[src/rtl/inert_spi_responder_if.sv]
// Pin bundle between the robot's SPI master and the inertial-sensor responder.
// Signals:
//   SS_n  slave select, active low (master -> responder)
//   SCLK  SPI clock, idles high      (master -> responder)
//   MOSI  data from master           (master -> responder)
//   MISO  data to master             (responder -> master)
//   INT   unread yaw sample pending  (responder -> master)
interface inert_spi_responder_if;
    logic SS_n;
    logic SCLK;
    logic MOSI;
    logic MISO;
    logic INT;

    modport master (output SS_n, output SCLK, output MOSI, input MISO, input INT);
    modport slave  (input SS_n, input SCLK, input MOSI, output MISO, output INT);
endinterface

[src/rtl/inert_spi_responder.sv]
// SPI slave that emulates the 6-axis inertial sensor seen by the robot's SPI
// master. It decodes 16-bit read/write frames, holds a small register file,
// and snapshots a yaw-rate source once per INT_PERIOD clocks, flagging each
// new sample on INT.
// Ports:
//   clk        system clock
//   rst_n      asynchronous active-low reset
//   spi        SS_n/SCLK/MOSI in, MISO/INT out (all SPI inputs async to clk)
//   yaw_rt_in  signed yaw rate source, sampled at each INT period
//   int_en     high when the configuration enables sample generation
module inert_spi_responder #(
    parameter logic [15:0] INT_PERIOD = 16'd2048,
    parameter logic [7:0]  WHO_AM_I   = 8'h6A
) (
    input  logic                        clk,
    input  logic                        rst_n,
    inert_spi_responder_if.slave        spi,
    input  logic [15:0]                 yaw_rt_in,
    output logic                        int_en
);

    localparam logic [6:0] ADDR_INT1_CTRL = 7'h0D;
    localparam logic [6:0] ADDR_WHO_AM_I  = 7'h0F;
    localparam logic [6:0] ADDR_CTRL2_G   = 7'h11;
    localparam logic [6:0] ADDR_CTRL5     = 7'h14;
    localparam logic [6:0] ADDR_STATUS    = 7'h1E;
    localparam logic [6:0] ADDR_YAW_L     = 7'h26;
    localparam logic [6:0] ADDR_YAW_H     = 7'h27;

    typedef enum logic [1:0] {IDLE, CMD, DATA, DONE} state_t;

    state_t      state, state_nxt;

    logic [2:0]  ss_sync, sclk_sync;
    logic [1:0]  mosi_sync;
    logic        ss_s, ss_fall, ss_rise, sclk_rise, sclk_fall, mosi_s;

    logic [3:0]  bit_cnt;
    logic [6:0]  shift_reg;
    logic [7:0]  tx;
    logic        miso_en;
    logic        rw;
    logic [6:0]  addr;

    logic [7:0]  int1_ctrl, ctrl2_g, ctrl5;
    logic [15:0] yaw_snap;
    logic        int_q, overrun, sample_pend;
    logic [15:0] period_cnt;

    logic [6:0]  cmd_addr;
    logic [7:0]  rd_data;
    logic        cmd_latch, wr_commit, read_done;
    logic        sample_evt, capture;

    // Two flops per SPI input for metastability; SS_n and SCLK get a third
    // stage so edges are detected between two settled samples. SS_n and SCLK
    // reset high (their idle level) so release of reset never fakes an edge.
    always_ff @(posedge clk or negedge rst_n) begin
        if (!rst_n) begin
            ss_sync   <= 3'b111;
            sclk_sync <= 3'b111;
            mosi_sync <= 2'b00;
        end else begin
            ss_sync   <= {ss_sync[1:0], spi.SS_n};
            sclk_sync <= {sclk_sync[1:0], spi.SCLK};
            mosi_sync <= {mosi_sync[0], spi.MOSI};
        end
    end

    assign ss_s      = ss_sync[1];
    assign ss_fall   = ss_sync[2] & ~ss_sync[1];
    assign ss_rise   = ~ss_sync[2] & ss_sync[1];
    assign sclk_rise = ~sclk_sync[2] & sclk_sync[1];
    assign sclk_fall = sclk_sync[2] & ~sclk_sync[1];
    assign mosi_s    = mosi_sync[1];

    // The address completes on the 8th rise: seven bits already shifted in
    // plus the MOSI bit arriving now.
    assign cmd_addr  = {shift_reg[5:0], mosi_s};
    assign cmd_latch = (state == CMD)  && !ss_s && sclk_rise && (bit_cnt == 4'd7);
    assign wr_commit = (state == DATA) && !ss_s && sclk_rise && (bit_cnt == 4'd15) && !rw;
    assign read_done = (state == DONE) && ss_rise && rw;

    always_ff @(posedge clk or negedge rst_n) begin
        if (!rst_n) state <= IDLE;
        else        state <= state_nxt;
    end

    // Any SS_n deassertion returns to IDLE; leaving CMD or DATA that way is an
    // abort, and none of the commit/clear strobes fire outside their states.
    always_comb begin
        state_nxt = state;
        case (state)
            IDLE: if (ss_fall) state_nxt = CMD;
            CMD: begin
                if (ss_s)                                   state_nxt = IDLE;
                else if (sclk_rise && bit_cnt == 4'd7)      state_nxt = DATA;
            end
            DATA: begin
                if (ss_s)                                   state_nxt = IDLE;
                else if (sclk_rise && bit_cnt == 4'd15)     state_nxt = DONE;
            end
            DONE: if (ss_s) state_nxt = IDLE;
            default: state_nxt = IDLE;
        endcase
    end

    // Read data is selected from the address being latched, so the tx byte
    // is ready for the 9th SCLK fall.
    always_comb begin
        rd_data = 8'h00;
        case (cmd_addr)
            ADDR_INT1_CTRL: rd_data = int1_ctrl;
            ADDR_WHO_AM_I:  rd_data = WHO_AM_I;
            ADDR_CTRL2_G:   rd_data = ctrl2_g;
            ADDR_CTRL5:     rd_data = ctrl5;
            ADDR_STATUS:    rd_data = {6'b0, overrun, int_q};
            ADDR_YAW_L:     rd_data = yaw_snap[7:0];
            ADDR_YAW_H:     rd_data = yaw_snap[15:8];
            default:        rd_data = 8'h00;
        endcase
    end

    // Frame datapath. The first fall in DATA only enables MISO (tx[7] is
    // already loaded); each later fall shifts the next bit up.
    always_ff @(posedge clk or negedge rst_n) begin
        if (!rst_n) begin
            bit_cnt   <= 4'd0;
            shift_reg <= 7'd0;
            tx        <= 8'd0;
            miso_en   <= 1'b0;
            rw        <= 1'b0;
            addr      <= 7'd0;
        end else begin
            if (state == IDLE && ss_fall) begin
                bit_cnt   <= 4'd0;
                shift_reg <= 7'd0;
                miso_en   <= 1'b0;
            end else if ((state == CMD || state == DATA) && !ss_s && sclk_rise) begin
                bit_cnt   <= bit_cnt + 4'd1;
                shift_reg <= {shift_reg[5:0], mosi_s};
            end

            if (cmd_latch) begin
                rw   <= shift_reg[6];
                addr <= cmd_addr;
                tx   <= shift_reg[6] ? rd_data : 8'h00;
            end else if (state == DATA && !ss_s && sclk_fall) begin
                if (!miso_en) miso_en <= 1'b1;
                else          tx      <= {tx[6:0], 1'b0};
            end
        end
    end

    assign spi.MISO = ((state == DATA || state == DONE) && miso_en && !ss_s) ? tx[7] : 1'b0;

    // Writable configuration registers; writes elsewhere fall through.
    always_ff @(posedge clk or negedge rst_n) begin
        if (!rst_n) begin
            int1_ctrl <= 8'h00;
            ctrl2_g   <= 8'h00;
            ctrl5     <= 8'h00;
        end else if (wr_commit) begin
            case (addr)
                ADDR_INT1_CTRL: int1_ctrl <= {shift_reg, mosi_s};
                ADDR_CTRL2_G:   ctrl2_g   <= {shift_reg, mosi_s};
                ADDR_CTRL5:     ctrl5     <= {shift_reg, mosi_s};
                default: ;
            endcase
        end
    end

    always_ff @(posedge clk or negedge rst_n) begin
        if (!rst_n) int_en <= 1'b0;
        else        int_en <= (int1_ctrl == 8'h02) && (ctrl2_g[7:4] != 4'h0);
    end

    assign sample_evt = int_en && (period_cnt == INT_PERIOD - 16'd1);

    always_ff @(posedge clk or negedge rst_n) begin
        if (!rst_n)          period_cnt <= 16'd0;
        else if (!int_en)    period_cnt <= 16'd0;
        else if (sample_evt) period_cnt <= 16'd0;
        else                 period_cnt <= period_cnt + 16'd1;
    end

    // A sample is only taken while SS_n is high, so the snapshot never moves
    // under an active frame; an event during a frame waits in sample_pend.
    // Setting INT/overrun takes priority over the end-of-read clears.
    assign capture = (sample_evt || sample_pend) && ss_s;

    always_ff @(posedge clk or negedge rst_n) begin
        if (!rst_n) begin
            yaw_snap    <= 16'd0;
            sample_pend <= 1'b0;
            int_q       <= 1'b0;
            overrun     <= 1'b0;
        end else begin
            if (capture) begin
                yaw_snap    <= yaw_rt_in;
                sample_pend <= 1'b0;
            end else if (sample_evt) begin
                sample_pend <= 1'b1;
            end

            if (capture)                               int_q <= 1'b1;
            else if (read_done && addr == ADDR_YAW_H)  int_q <= 1'b0;

            if (sample_evt && int_q)                   overrun <= 1'b1;
            else if (read_done && addr == ADDR_STATUS) overrun <= 1'b0;
        end
    end

    assign spi.INT = int_q;

endmodule

[src/flat_wrapper.sv]
// flat-port wrapper written by rule: the top's interface ports become plain ports
module inert_spi_responder_flat 
#(
    parameter logic [15:0] INT_PERIOD = 16'd2048,
    parameter logic [7:0]  WHO_AM_I   = 8'h6A
)
  (clk, rst_n, yaw_rt_in, int_en, spi_SS_n, spi_SCLK, spi_MOSI, spi_MISO, spi_INT);
  inert_spi_responder_if spi_i ();
  input  logic clk;
  input  logic rst_n;
  input  logic [15:0] yaw_rt_in;
  output logic int_en;
  input wire logic [$bits(spi_i.SS_n)-1:0] spi_SS_n;
  input wire logic [$bits(spi_i.SCLK)-1:0] spi_SCLK;
  input wire logic [$bits(spi_i.MOSI)-1:0] spi_MOSI;
  output wire logic [$bits(spi_i.MISO)-1:0] spi_MISO;
  output wire logic [$bits(spi_i.INT)-1:0] spi_INT;
  assign spi_i.SS_n = spi_SS_n;
  assign spi_i.SCLK = spi_SCLK;
  assign spi_i.MOSI = spi_MOSI;
  assign spi_MISO = spi_i.MISO;
  assign spi_INT = spi_i.INT;
  inert_spi_responder #(.INT_PERIOD(INT_PERIOD), .WHO_AM_I(WHO_AM_I)) u_core (.clk(clk), .rst_n(rst_n), .spi(spi_i), .yaw_rt_in(yaw_rt_in), .int_en(int_en));
endmodule
[config.mk]
export PLATFORM = sky130hd
export DESIGN_NAME = inert_spi_responder_flat
export DESIGN_NICKNAME = d
export VERILOG_FILES = /design/src/rtl/inert_spi_responder_if.sv /design/src/rtl/inert_spi_responder.sv /design/src/flat_wrapper.sv
export SDC_FILE = /design/constraint.sdc
export NUM_CORES = 1
export LEC_CHECK = 0
export ABC_AREA = 1
export BUFFER_PORTS_ARGS = -buffer_cell sky130_fd_sc_hd__buf_2
export CORE_MARGIN = 3
export CORE_UTILIZATION = 33
export CTS_BUF_LIST = sky130_fd_sc_hd__clkbuf_4
export CTS_CLUSTER_DIAMETER = 100
export CTS_CLUSTER_SIZE = 12
export DETAILED_ROUTE_END_ITERATION = 10
export PLACE_DENSITY_LB_ADDON = 0.08
export SYNTH_ARGS = -nofsm -noshare
export SYNTH_HDL_FRONTEND = slang
export SYNTH_SLANG_ARGS = --single-unit
[constraint.sdc]
create_clock -name clk -period 3.65 [get_ports clk]
set_input_delay 0.1825 -clock clk [delete_from_list [all_inputs] [get_ports clk]]
set_output_delay 0.1825 -clock clk [all_outputs]
set_load 0.01 [all_outputs]
==> metrics.txt <==
# TYPE chip_impl_metric gauge
chip_impl_metric{name="drt-wirelength-per-cell",unit="um"} 14.8
chip_impl_info{name="leading_registers_by_flop_count",value="u_core.period_cnt (16), u_core.yaw_snap (16)"} 1
chip_impl_metric{name="warnings_from_yosys",unit=""} 0
chip_impl_metric{name="postLayoutCellArea",unit="mm2"} 0.00533
chip_impl_info{name="timing.critical_path.to_type",value="flop"} 1
chip_impl_metric{name="post_cts.repair.setup_buffers",unit=""} 0
chip_impl_info{name="run_status",value="completed"} 1
chip_impl_metric{name="post_synth_inst_count",unit=""} 573
chip_impl_info{name="cts.root.buffer_cell",value="clkbuf_4"} 1
chip_impl_metric{name="globalRouteMet2Util",unit="%"} 22.1
chip_impl_metric{name="detail_route.drc_violations",unit=""} 0
chip_impl_metric{name="cts_sinks",unit=""} 98
chip_impl_metric{name="final-hold-violation-count",unit=""} 0
chip_impl_metric{name="wire_length_of_the_first_global_routing_pass",unit="mm"} 19.6
chip_impl_info{name="setup_repair_after_global_routing_missed_its_margin",value="false"} 1
chip_impl_metric{name="io-pin-count",unit=""} 24
chip_impl_metric{name="post_dp_cell_area",unit="mm2"} 0.00500
chip_impl_metric{name="totalNegativeSetupSlack",unit="ns"} 0
chip_impl_metric{name="synth.ff_latch_count",unit=""} 98
chip_impl_metric{name="drt_iter0_markers",unit=""} 296
chip_impl_metric{name="netlist-cell-type-count",unit=""} 41
chip_impl_metric{name="cap_violations",unit=""} 0
chip_impl_metric{name="final_layout_size_suffix_gt1_share",unit="%"} 11.4
chip_impl_metric{name="globalplace.congestion",unit=""} 0.789
chip_impl_metric{name="num_rows",unit=""} 43
chip_impl_metric{name="number_of_nets_with_antenna_violations_after_routing",unit=""} 0
chip_impl_metric{name="grt_antenna_before_repair",unit=""} 0
chip_impl_metric{name="post-layout-total-power",unit="mW"} 1.97
chip_impl_metric{name="gr-usage-met1",unit="%"} 23.7
chip_impl_metric{name="worst-endpoint-required",unit="ns"} 4.07
chip_impl_metric{name="worst_skew_pair_later_pin_latency",unit="ns"} 0.48
chip_impl_metric{name="antenna_cells",unit=""} 0
chip_impl_metric{name="cts_max_level",unit=""} 3
chip_impl_info{name="cts_tree",value="done"} 1
chip_impl_metric{name="vias_per_cell",unit=""} 4.84
chip_impl_metric{name="initial_core_util",unit="%"} 33.9
chip_impl_info{name="crit_reg_reg_startpoint",value="u_core.ss_sync[1]"} 1
chip_impl_metric{name="maximum_vdd_drop",unit="mV"} 0.150
chip_impl_metric{name="flow.area_growth_from_synthesis",unit="%"} 12.2
chip_impl_metric{name="gr-total-overflow",unit=""} 0
chip_impl_metric{name="detailed_place_hpwl",unit="mm"} 8.46
chip_impl_metric{name="coreArea",unit="mm2"} 0.0140
chip_impl_metric{name="syn-mean-instance-area",unit="um2"} 8.28
chip_impl_metric{name="vias",unit=""} 3873
chip_impl_metric{name="maximum_number_of_pins_on_one_net_before_global_route_repair",unit=""} 59
chip_impl_metric{name="synthesis.area",unit="mm2"} 0.00475
chip_impl_metric{name="first_global_vias",unit=""} 3677
chip_impl_metric{name="port-buffer-count",unit=""} 23
chip_impl_metric{name="worstMarginPinSlew",unit="ns"} 0.799
chip_impl_metric{name="finalNetCount",unit=""} 643
chip_impl_metric{name="cp_data_arrival_time",unit="ns"} 2.80
chip_impl_metric{name="yosysSeqAreaShare",unit="%"} 51.8
chip_impl_metric{name="synth.net_count",unit=""} 600
chip_impl_metric{name="finalWorstPathRequiredPeriod",unit="ns"} 2.38
chip_impl_metric{name="die_area",unit="mm2"} 0.0159
chip_impl_metric{name="timing.reg2reg.setup_slack",unit="ns"} 1.27
chip_impl_metric{name="chipHeight",unit="um"} 126
chip_impl_metric{name="worst_r2r_path_depth",unit=""} 8
chip_impl_metric{name="postCtsResizedCells",unit=""} 0
chip_impl_metric{name="fin_skew",unit="ns"} 0.0227
chip_impl_metric{name="globalRouteMet3Util",unit="%"} 2.67
chip_impl_info{name="holdCritPathClass",value="input pin to async pin"} 1
chip_impl_info{name="crit-reg2reg-capture",value="u_core.tx[1]"} 1
chip_impl_metric{name="cts-root-to-sink-buffers",unit=""} 2
chip_impl_metric{name="path_max_fanout",unit=""} 24
chip_impl_metric{name="groute.usage.overall",unit="%"} 15.6
chip_impl_metric{name="timing.final.crit_share",unit="%"} 65.2
chip_impl_info{name="grt.busiest_layer",value="met1"} 1
chip_impl_info{name="worst-setup-path-type",value="flop to flop"} 1
chip_impl_metric{name="power_density",unit="mW/mm2"} 369
chip_impl_metric{name="final-max-slew-violation-count",unit=""} 0
chip_impl_metric{name="clkTransAtPathRegs",unit="ns"} 0.15
chip_impl_info{name="worstSetupStartpointType",value="flop"} 1
chip_impl_metric{name="timing.slew.headroom",unit="%"} 46.7
chip_impl_metric{name="sum_of_routed_wire_length_over_all_layers",unit="mm"} 11.8
chip_impl_metric{name="maxClockFrequency",unit="GHz"} 0.420
chip_impl_metric{name="tritoncts.num_buffers",unit=""} 9
chip_impl_metric{name="fp.dieW",unit="um"} 126
chip_impl_metric{name="leakage",unit="nW"} 2.41
chip_impl_metric{name="number_of_optimization_iterations_in_the_first_detailed_route_pass",unit=""} 5
chip_impl_metric{name="finalSetupViolCount",unit=""} 0
## through the flow
stage                     setup slack (ns)  instances  util, %  hold slack (ns)
after detailed placement              1.30        765     35.7            0.291
final                                 1.27        801     38.1            0.285
after CTS                             1.26        801     38.1            0.296
after global routing                 0.971        801     38.1            0.317
after global placement                1.36        765     35.7            0.290
after floorplan                       2.08        573        -           -0.113
## layout by cell type (no fill, tap or decap), types with 10 or more instances in the layout
cell type | synthesis | routed
dfrtp_1 | 92 | 92
nor2_1 | 49 | 49
dlygate4sd3_1 | 0 | 20
buf_2 | 4 | 22
nand2_1 | 165 | 165
nand3_1 | 69 | 69
o21ai_0 | 41 | 41
inv_1 | 47 | 47
nand4_1 | 10 | 10
## per-layer routing
layer	wire, um	part of all wire, %
met5	0	0
met4	209	1.8
met3	558	4.7
met2	4860	41
met1	6210	52
## critical path, cell delays in order (launching register included)
cell	delay, ns
dfstp_2	0.87
inv_2	0.11
nand2_1	0.10
inv_1	0.05
nand2_1	0.51
nand2_1	0.33
inv_1	0.23
nand2_1	0.07
nand2_1	0.06
## power by group
part / internal (mW) / switching, mW
Sequential: 1.13 / 0.0377
Combinational: 0.0738 / 0.155
Clock: 0.202 / 0.373
## worst max path at each step
stage	startpoint	endpoint	slack (ns)	depth (start not counted)
after global routing	u_core.ss_sync[1]	u_core.tx[1]	0.97	8
final	u_core.ss_sync[1]	u_core.tx[1]	1.27	8
after floorplan	u_core.period_cnt[0]	u_core.yaw_snap[10]	2.08	11
after global placement	u_core.ss_sync[1]	u_core.tx[2]	1.36	8
after CTS	u_core.ss_sync[1]	u_core.tx[0]	1.26	8
after detailed placement	u_core.ss_sync[1]	u_core.tx[6]	1.30	8
## layout make-up
cell class                      instances  area, um2
Inverter                               53        199
Tap cell                              180        225
Sequential cell                        98       2460
Clock inverter                          7       58.8
Timing Repair Buffer                   45        333
Multi-Input combinational cell        409       1980
Fill cell                            1487       8660
Clock buffer                            9       67.6
## cell families (layout without fill, tap and decap cells)
kind of cell | count (synthesis) | in the layout | synth area share [%]
and+or+nand+nor | 329 | 329 | 31.3
DFF | 98 | 98 | 51.8
AOI/OAI and AO/OA | 68 | 68 | 7.70
buffers and inverters | 66 | 114 | 6.40
adders and majority gates | 6 | 6 | 1.58
xor gates and xnor gates | 5 | 5 | 0.923
muxes | 1 | 1 | 0.237
## cell usage after synthesis (all sizes together)
master  number  area (um2)
a21oi        8        40.0
nor3b        2        15.0
nor3        11        65.1
ha           6        75.1
xnor2        3        26.3
nand2      169         654
clkbuf       4        36.3
or2          1        6.26
dfstp        6         158
inv         52         195
buf          9        68.8
nor2        58         260
clkinv       1        3.75
nor4         5        31.3
nand4       11        75.1
o211ai       3        22.5
a31o         1        8.76
mux2         1        11.3
xor2         2        17.5
o21bai       1        7.51
o21ai       51         259
nand3       71         373
and3         1        7.51
a211oi       2        15.0
dfrtp       92        2300
o22ai        2        12.5
## timing repair
item | 4_1_cts | 5_1_grt
hold buffers | 20 | 0
endpoints found under the setup margin | 0 | 0
hold endpoints to repair | 69 | 0
Power figures use the tool's default switching activity.
